==> config.mk <==
export PLATFORM = sky130hd
export DESIGN_NAME = rtl_kernel_mc_ctrl
export DESIGN_NICKNAME = d
export VERILOG_FILES = /design/src/rtl/rtl_kernel_mc_ctrl.sv
export SDC_FILE = /design/constraint.sdc
export NUM_CORES = 1
export LEC_CHECK = 0
export ABC_AREA = 0
export CORE_ASPECT_RATIO = 2
export CORE_MARGIN = 2
export CORE_UTILIZATION = 44
export DETAILED_ROUTE_END_ITERATION = 12
export GPL_TIMING_DRIVEN = 0
export PLACE_DENSITY = 0.78
export SETUP_SLACK_MARGIN = 0.15
export SLEW_MARGIN = 30
export SYNTH_ARGS = -nofsm -noshare
export SYNTH_HDL_FRONTEND = slang
export SYNTH_SLANG_ARGS = --single-unit
==> constraint.sdc <==
create_clock -name ap_clk -period 3.3 [get_ports ap_clk]
set_input_delay 0.33 -clock ap_clk [delete_from_list [all_inputs] [get_ports ap_clk]]
set_output_delay 0.33 -clock ap_clk [all_outputs]
set_load 0.01 [all_outputs]
==> src/rtl/rtl_kernel_mc_ctrl.sv <==
// Control sequencer for an N-channel vadd-style kernel.
// Turns the host ap_ctrl handshake into per-channel start pulses and merges the channel done pulses.
module rtl_kernel_mc_ctrl #(
  parameter int unsigned C_NUM_CHANNELS      = 4,
  parameter int unsigned C_XFER_SIZE_WIDTH   = 32,
  parameter int unsigned C_DEFAULT_LEN_BYTES = 16384,
  parameter int unsigned C_BEAT_BYTES        = 64,
  parameter int unsigned C_AP_CTRL_CHAIN     = 0,
  parameter int unsigned C_CNT_WIDTH         = 32
) (
  input  logic                         ap_clk,
  input  logic                         areset,
  input  logic                         ap_start,
  input  logic                         ap_continue,
  output logic                         ap_idle,
  output logic                         ap_done,
  output logic                         ap_ready,
  input  logic [31:0]                  scalar00,
  input  logic [31:0]                  scalar01,
  input  logic [C_NUM_CHANNELS-1:0]    chan_mask,
  input  logic [C_CNT_WIDTH-1:0]       timeout_cycles,
  output logic [C_XFER_SIZE_WIDTH-1:0] ctrl_xfer_size_in_bytes,
  output logic [31:0]                  ctrl_constant,
  output logic [C_NUM_CHANNELS-1:0]    chan_start,
  input  logic [C_NUM_CHANNELS-1:0]    chan_done,
  output logic                         status_timeout,
  output logic [C_CNT_WIDTH-1:0]       cycle_count
);

  localparam int unsigned N  = C_NUM_CHANNELS;
  localparam int unsigned CW = C_CNT_WIDTH;
  localparam int unsigned XW = C_XFER_SIZE_WIDTH;
  localparam logic [31:0] BeatMask = ~(32'(C_BEAT_BYTES) - 32'd1);

  typedef enum logic [1:0] {StIdle, StStart, StRun, StDone} state_e;

  state_e         state_q, state_d;
  logic           ap_start_q;
  logic           start_pulse;
  logic [N-1:0]   mask_eff_q;
  logic [N-1:0]   done_acc_q;
  logic [N-1:0]   done_acc_next;
  logic           all_done;
  logic           tmo_hit;
  logic [CW-1:0]  run_cnt_q;
  logic [CW-1:0]  cnt_inc;
  logic           ready_q;
  logic           timeout_q;
  logic [CW-1:0]  cycle_count_q;
  logic [XW-1:0]  size_q;
  logic [31:0]    const_q;
  logic [31:0]    size_round;
  logic [31:0]    size_sel;

  always_comb begin
    start_pulse   = ap_start & ~ap_start_q;
    done_acc_next = done_acc_q | (chan_done & mask_eff_q);
    all_done      = &(done_acc_next | ~mask_eff_q);
    cnt_inc       = (&run_cnt_q) ? run_cnt_q : run_cnt_q + CW'(1);
    tmo_hit       = (timeout_cycles != '0) && (run_cnt_q == timeout_cycles - CW'(1)) && !all_done;
    size_round    = scalar00 & BeatMask;
    if (scalar00 == 32'd0) begin
      size_sel = 32'(C_DEFAULT_LEN_BYTES);
    end else if (size_round == 32'd0) begin
      size_sel = 32'(C_BEAT_BYTES);
    end else begin
      size_sel = size_round;
    end
  end

  always_comb begin
    state_d = state_q;
    unique case (state_q)
      StIdle:         if (start_pulse) state_d = StStart;
      StStart, StRun: state_d = (all_done || tmo_hit) ? StDone : StRun;
      // hs mode always leaves after one cycle; chain mode waits for ap_continue
      StDone:         if ((C_AP_CTRL_CHAIN == 0) || ap_continue) state_d = StIdle;
      default:        state_d = StIdle;
    endcase
  end

  always_ff @(posedge ap_clk) begin
    if (areset) begin
      state_q       <= StIdle;
      ap_start_q    <= 1'b0;
      mask_eff_q    <= '0;
      done_acc_q    <= '0;
      run_cnt_q     <= '0;
      ready_q       <= 1'b0;
      timeout_q     <= 1'b0;
      cycle_count_q <= '0;
      size_q        <= XW'(C_DEFAULT_LEN_BYTES);
      const_q       <= 32'd1;
    end else begin
      state_q    <= state_d;
      ap_start_q <= ap_start;
      ready_q    <= 1'b0;
      unique case (state_q)
        StIdle: begin
          if (start_pulse) begin
            mask_eff_q <= (chan_mask == '0) ? '1 : chan_mask;
            size_q     <= XW'(size_sel);
            const_q    <= scalar01;
            done_acc_q <= '0;
            timeout_q  <= 1'b0;
            run_cnt_q  <= '0;
          end
        end
        StStart, StRun: begin
          done_acc_q <= done_acc_next;
          run_cnt_q  <= cnt_inc;
          if (state_d == StDone) begin
            cycle_count_q <= cnt_inc;
            ready_q       <= 1'b1;
            // leaving without all_done can only mean the watchdog fired
            if (!all_done) timeout_q <= 1'b1;
          end
        end
        default: ;
      endcase
    end
  end

  assign ap_idle                 = (state_q == StIdle);
  assign ap_done                 = (state_q == StDone);
  assign ap_ready                = ready_q;
  assign chan_start              = (state_q == StStart) ? mask_eff_q : '0;
  assign ctrl_xfer_size_in_bytes = size_q;
  assign ctrl_constant           = const_q;
  assign status_timeout          = timeout_q;
  assign cycle_count             = cycle_count_q;

endmodule

# After elaboration in Yosys (flattened, before gate mapping)
# Index checks and enable logic that the tools add are counted.
# totals
wordCells	62
input_bits	108
out_inout_bits	104
regBits	141
# classes
bitwise	7
reduce_logical	18
n_addsub	2
mux	17
eq_ne	8
# ops
op	n
32-bit 2-to-1 mux	4
32-bit logical NOT	2
32-bit one-hot mux with 2 select lines	1
32-bit by 1-bit adder with 32-bit output, second input constant	1
32-bit equality test	1
32-bit AND reduction	1
32-bit nonzero test	1
32-bit by 1-bit subtractor with 32-bit output, second input constant	1
4-bit 2-to-1 mux	3
4-bit OR	2
4-bit one-hot mux with 2 select lines	1
4-bit AND reduction	2
2-bit equality test, second input constant	3
2-bit one-hot mux with 3 select lines	1
2-bit AND reduction	3
1-bit 2-to-1 mux	5
4-bit AND	1
4-bit logical NOT	1
2-bit inequality test, second input constant	2
4-bit NOT	1
2-bit OR reduction	2
2-bit by 1-bit equality test with 1-bit output, second input constant	1
1-bit logical AND	2
2-bit logical NOT	1
8 further kinds	9

# Longest topological paths before layout
# logic_depth
depth_word	12
depth_mapped	11
depth_no_buf	10

# Worst setup path before layout
# Ideal clock, no wire load.
# synth_path
path_type	input to register
start	input timeout_cycles[4]
end	register cycle_count_q[10] (netlist: cycle_count[10])
t_required_ps	3166
arrival_ps	3062
n_path_buf	2
stages	10
slack_ps	104
setup_time_ps	134
path_cell_list	buf_2 nor3_2 nand4_4 nor4_1 mux2_2 a31o_2 a2111oi_4 a21o_1 buf_2 a211oi_1
# synth_between
elab_chain_len	9
word_cells_on_any_way	10
classes_between	add/sub (1); eq/ne (2); mux (2); reduce/logical (5)
# synth_rtl
element	line	source
start: declaration	21	input logic [C_CNT_WIDTH-1:0] timeout_cycles,
32-bit by 1-bit subtractor with 32-bit output	60	tmo_hit = (timeout_cycles != '0) && (run_cnt_q == timeout_cycles - CW'(1)) && !all_done;
32-bit equality test	60	
1-bit logical AND * (2 in series)	60	
1-bit logical OR *	75	StStart, StRun: state_d = (all_done || tmo_hit) ? StDone : StRun;
1-bit 2-to-1 mux *	75	
2-bit one-hot mux with 3 select lines *	73	unique case (state_q)
2-bit equality test *	112	if (state_d == StDone) begin
2-bit AND reduction (no line) *	-	
end signal: assignment	113	cycle_count_q <= cnt_inc;
end: declaration	49	logic [CW-1:0] cycle_count_q;
# Mark *: on every way between the ends. The rest lies on a longest branch, timed or not.
# A chain may end at the register's enable or synchronous reset.

# Worst setup path in the final report
# layout_path
start	register state_q[1]
end	register run_cnt_q[21]
# layout_between
elab_chain_len	4
word_cells_on_any_way	8
classes_between	eq/ne (3); mux (1); reduce/logical (4)
# layout_rtl
element	line	source
start: declaration	37	state_e state_q, state_d;
start signal: assignment	84	state_q <= StIdle;
start signal: assignment	95	state_q <= state_d;
2-bit by 1-bit equality test with 1-bit output / 2-bit equality test (equally long branches)	98	unique case (state_q)
2-bit OR reduction	98	
2-bit nonzero test (no line)	-	
2-bit AND reduction (no line)	-	
end signal: assignment	111	run_cnt_q <= cnt_inc;
end: declaration	45	logic [CW-1:0] run_cnt_q;
# Parallel ways exist; a longest one is shown, timed or not.

==> impl_metrics.tcl <==
set metrics [dict create \
    status "complete, no violations" \
    drive_gt1_share_pct 11.51 \
    worstPathCellList "inv_1, ha_1, and2_1, clkbuf_1, nor2_2, clkbuf_1, buf_1, a22oi_1, nor2_1" \
    synth_top_family_by_area "simple AND/OR/NAND/NOR gates" \
    synth_common_cells "178 x nand2_1, 135 x dfxtp_1, 82 x nor2_1, 69 x a21oi_1, 61 x clkbuf_1" \
    max_freq_mhz 325.9 \
    fp-row-count 66 \
    path_class "register to register" \
    totalNegativeSetupSlack_ps 0 \
    yosysTopAreaCellShare_pct 36.76 \
    dr.first_iter.drc_count 346 \
    n_antenna_cell 0 \
    ant_nets 0 \
    grt_pass1_vias 7869 \
    clockBufferDepth 2 \
    slowest_delay_ps 550 \
    synth_compound_area_share_pct 16.52 \
    cts-root-buf "clkbuf_16" \
    initial_core_util_pct 44.96 \
    grt_usage_pct 27.94 \
    die-height_microns 186.8 \
    maxCapViolations 0 \
    crit_family "buffers and inverters" \
    finalWirelength_microns 24860 \
    io_pins 212 \
    numCtsBuffers 17 \
    finalSetupViolCount 0 \
    arrival_ps 3430 \
    leakage_nw 3.890 \
    utilization_pct 65.14 \
    worstPathRequired_ps 3660 \
    clk_latency_ps 420 \
    cp-end-kind "register" \
    nNetsFinal 1299 \
    synthMostInstantiatedCell "nand2_1" \
    finalWeightedCongestion 0.9344 \
    syn_inst 939 \
    synth.area.top_cells "dfxtp_1 37%, nand2_1 9.1%, xnor2_1 5.8%" \
    die-area_sq_um 17820 \
    critPathSlowestCell "buf_1" \
    ys_async_sr_fraction_pct 0 \
    ys_seq_area_share_pct 36.76 \
    avgSynthCellArea_sq_um 7.830 \
    yosys.area.top_type "dfxtp_1" \
    vias 7835 \
    ir_drop_mv 0.4028 \
    slew_headroom_pct 40.39 \
    post-route-drc-count 0 \
    clock-sinks 135 \
    muxShareOfSynthArea_pct 5.344 \
    dp_hpwl_microns 18870 \
    via_per_inst 5.584 \
    synth_edf_count 0 \
    layout_min_cycle_time_ps 3069 \
    cts_hold_buf 0 \
    htree_levels 4 \
    crit_fanout 10 \
    grt_pass1_wl_microns 38640 \
    antenna_found_initial 0 \
    cp-start-kind "register" \
    power.density_nw_per_um2 554.2 \
    synthAdderAreaFrac_pct 0.8509 \
    netlist_area_sq_um 7352 \
    area_growth_pct 44.86 \
    yosys.area_share.simple_pct 26.55 \
    ys.flop_type "dfxtp_1" \
    hold_violations 0 \
    cts_tree "yes" \
    grt_max_degree 17 \
    fin_skew_ps 10.48 \
    tightest_slew_ps 892.5 \
    clkTransAtPathRegs_ps 60 \
    yosysWarnings 0 \
    fillCellCount 1381 \
    overflow 0 \
    wl_per_cell_microns 17.72 \
    synth.distinct_cells 62 \
    numPortBuffers 201 \
    first_pass_iters 7 \
    hold_class "register to register" \
    maxSlewViolCount 0 \
    die_w_microns 95.41 \
    synth_xor_area_share_pct 8.339 \
    ys_seq_elements 135 \
    rsz0062_at_grt "no" \
    core_area_sq_um 16350 \
    fin_crit_sh_pct 92.99 \
    cp_common_cell "clkbuf_1" \
    critical_path_buf_inv_count 4 \
]
==> power breakdown <==
group	switching, mW	internal (mW)	total [mW]
Combinational	1.12	0.861	1.98
Sequential	0.134	1.85	1.98
Clock	0.731	1.21	1.94
==> layout make-up <==
type | instances | area (sq um) | share of cell area, %
Buffer | 81 | 362.8 | 3.407
Sequential cell | 135 | 2704 | 25.39
Tap cell | 204 | 255.2 | 2.397
Inverter | 17 | 63.81 | 0.5992
Multi-Input combinational cell | 711 | 4444 | 41.73
Clock inverter | 12 | 152.6 | 1.433
Clock buffer | 20 | 446.7 | 4.194
Timing Repair Buffer | 223 | 2221 | 20.85
==> layer usage <==
| layer | vias to the layer above | track usage, % | wire, microns |
|---|---|---|---|
| li1 | 3772 | - | - |
| met1 | 3664 | 26.03 | 8299 |
| met2 | 304 | 51.65 | 13420 |
| met3 | 95 | 6.015 | 1427 |
| met4 | 0 | 18.96 | 1711 |
| met5 | - | 0 | 0 |
==> cell families (layout without fill, tap and decap cells) <==
family,Yosys count,count (layout)
AOI/OAI and AO/OA,185,185
xor gates and xnor gates,70,70
adders and majority gates,5,5
buffers and inverters,98,353
DFF,135,135
muxes,37,37
other,1,6
and+or+nand+nor,408,408
==> registers in the layout, indices dropped and copies added, names as in the netlist <==
register and flops:
state_q 2, ap_ready 1, run_cnt_q 32, ap_start_q 1, ctrl_constant 32, cycle_count 32, status_timeout 1, done_acc_q 4
ctrl_xfer_size_in_bytes 26, mask_eff_q 4
==> layout by cell type (no fill, tap or decap), types with 5 or more instances in the layout <==
cell type          n
a211oi_1          31
a21oi_1           69
a22oi_1           24
a31oi_1           11
and2_1             7
and3_1             7
buf_1              5
buf_4             29
clkbuf_1          56
clkbuf_16         17
clkbuf_2           7
clkdlybuf4s50_1  184
conb_1             6
dfxtp_1          134
dlymetal6s2s_1    13
ha_1               5
inv_1             17
mux2_2            18
mux2i_1           19
nand2_1          177
nand3_1           21
nand3b_1           7
nand4_1           11
nor2_1            80
nor2b_1            7
nor3_1            22
nor3_2             5
nor3b_1            6
nor4_1            15
nor4_2             5
nor4_4             6
o21ai_0           15
or2_2              6
or3_1              5
or4_1              5
xnor2_1           48
xor2_1            20
==> worst paths after layout <==
check | depth (start not counted) | start | slack, ps | end
setup / recovery | 9 | state_q[1]$_SDFF_PP0_ | 230 | run_cnt_q[21]$_SDFFE_PP0P_
hold / removal | 2 | ctrl_xfer_size_in_bytes[25]$_SDFFE_PP0P_ | 450 | ctrl_xfer_size_in_bytes[25]$_SDFFE_PP0P_
setup reg to reg | 9 | state_q[1]$_SDFF_PP0_ | 230 | run_cnt_q[21]$_SDFFE_PP0P_
hold reg to reg | 2 | ctrl_xfer_size_in_bytes[25]$_SDFFE_PP0P_ | 450 | ctrl_xfer_size_in_bytes[25]$_SDFFE_PP0P_
==> worst reg2reg max path, cell delays in order, from the launching register on <==
cell      delay, ps
dfxtp_1         350
inv_1            70
ha_1            280
and2_1          170
clkbuf_1        270
nor2_2          460
clkbuf_1        510
buf_1           560
a22oi_1         210
nor2_1          120
==> metrics by stage <==
step	hold slack [ps]	instance area, sq um	power (mW)	cells	setup slack, ps
4_1_cts	442.5	10470	5.893	1398	146.6
6_report	451.1	10650	5.902	1403	231.4
3_5_place_dp	446.2	9664	3.926	1349	-1359
3_3_place_gp	439.9	9644	3.895	1349	-1641
2_1_floorplan	428.0	7377	3.003	944	171.2
5_1_grt	469.0	10650	6.161	1403	146.3
==> what timing repair did <==
item,in CTS,in global routing
gates resized for setup,23,45
pin swaps,7,17
gates cloned,0,0
buffers inserted,17,5
endpoints found under the setup margin,57,52
Note: power is estimated with default switching activity, not from simulation.
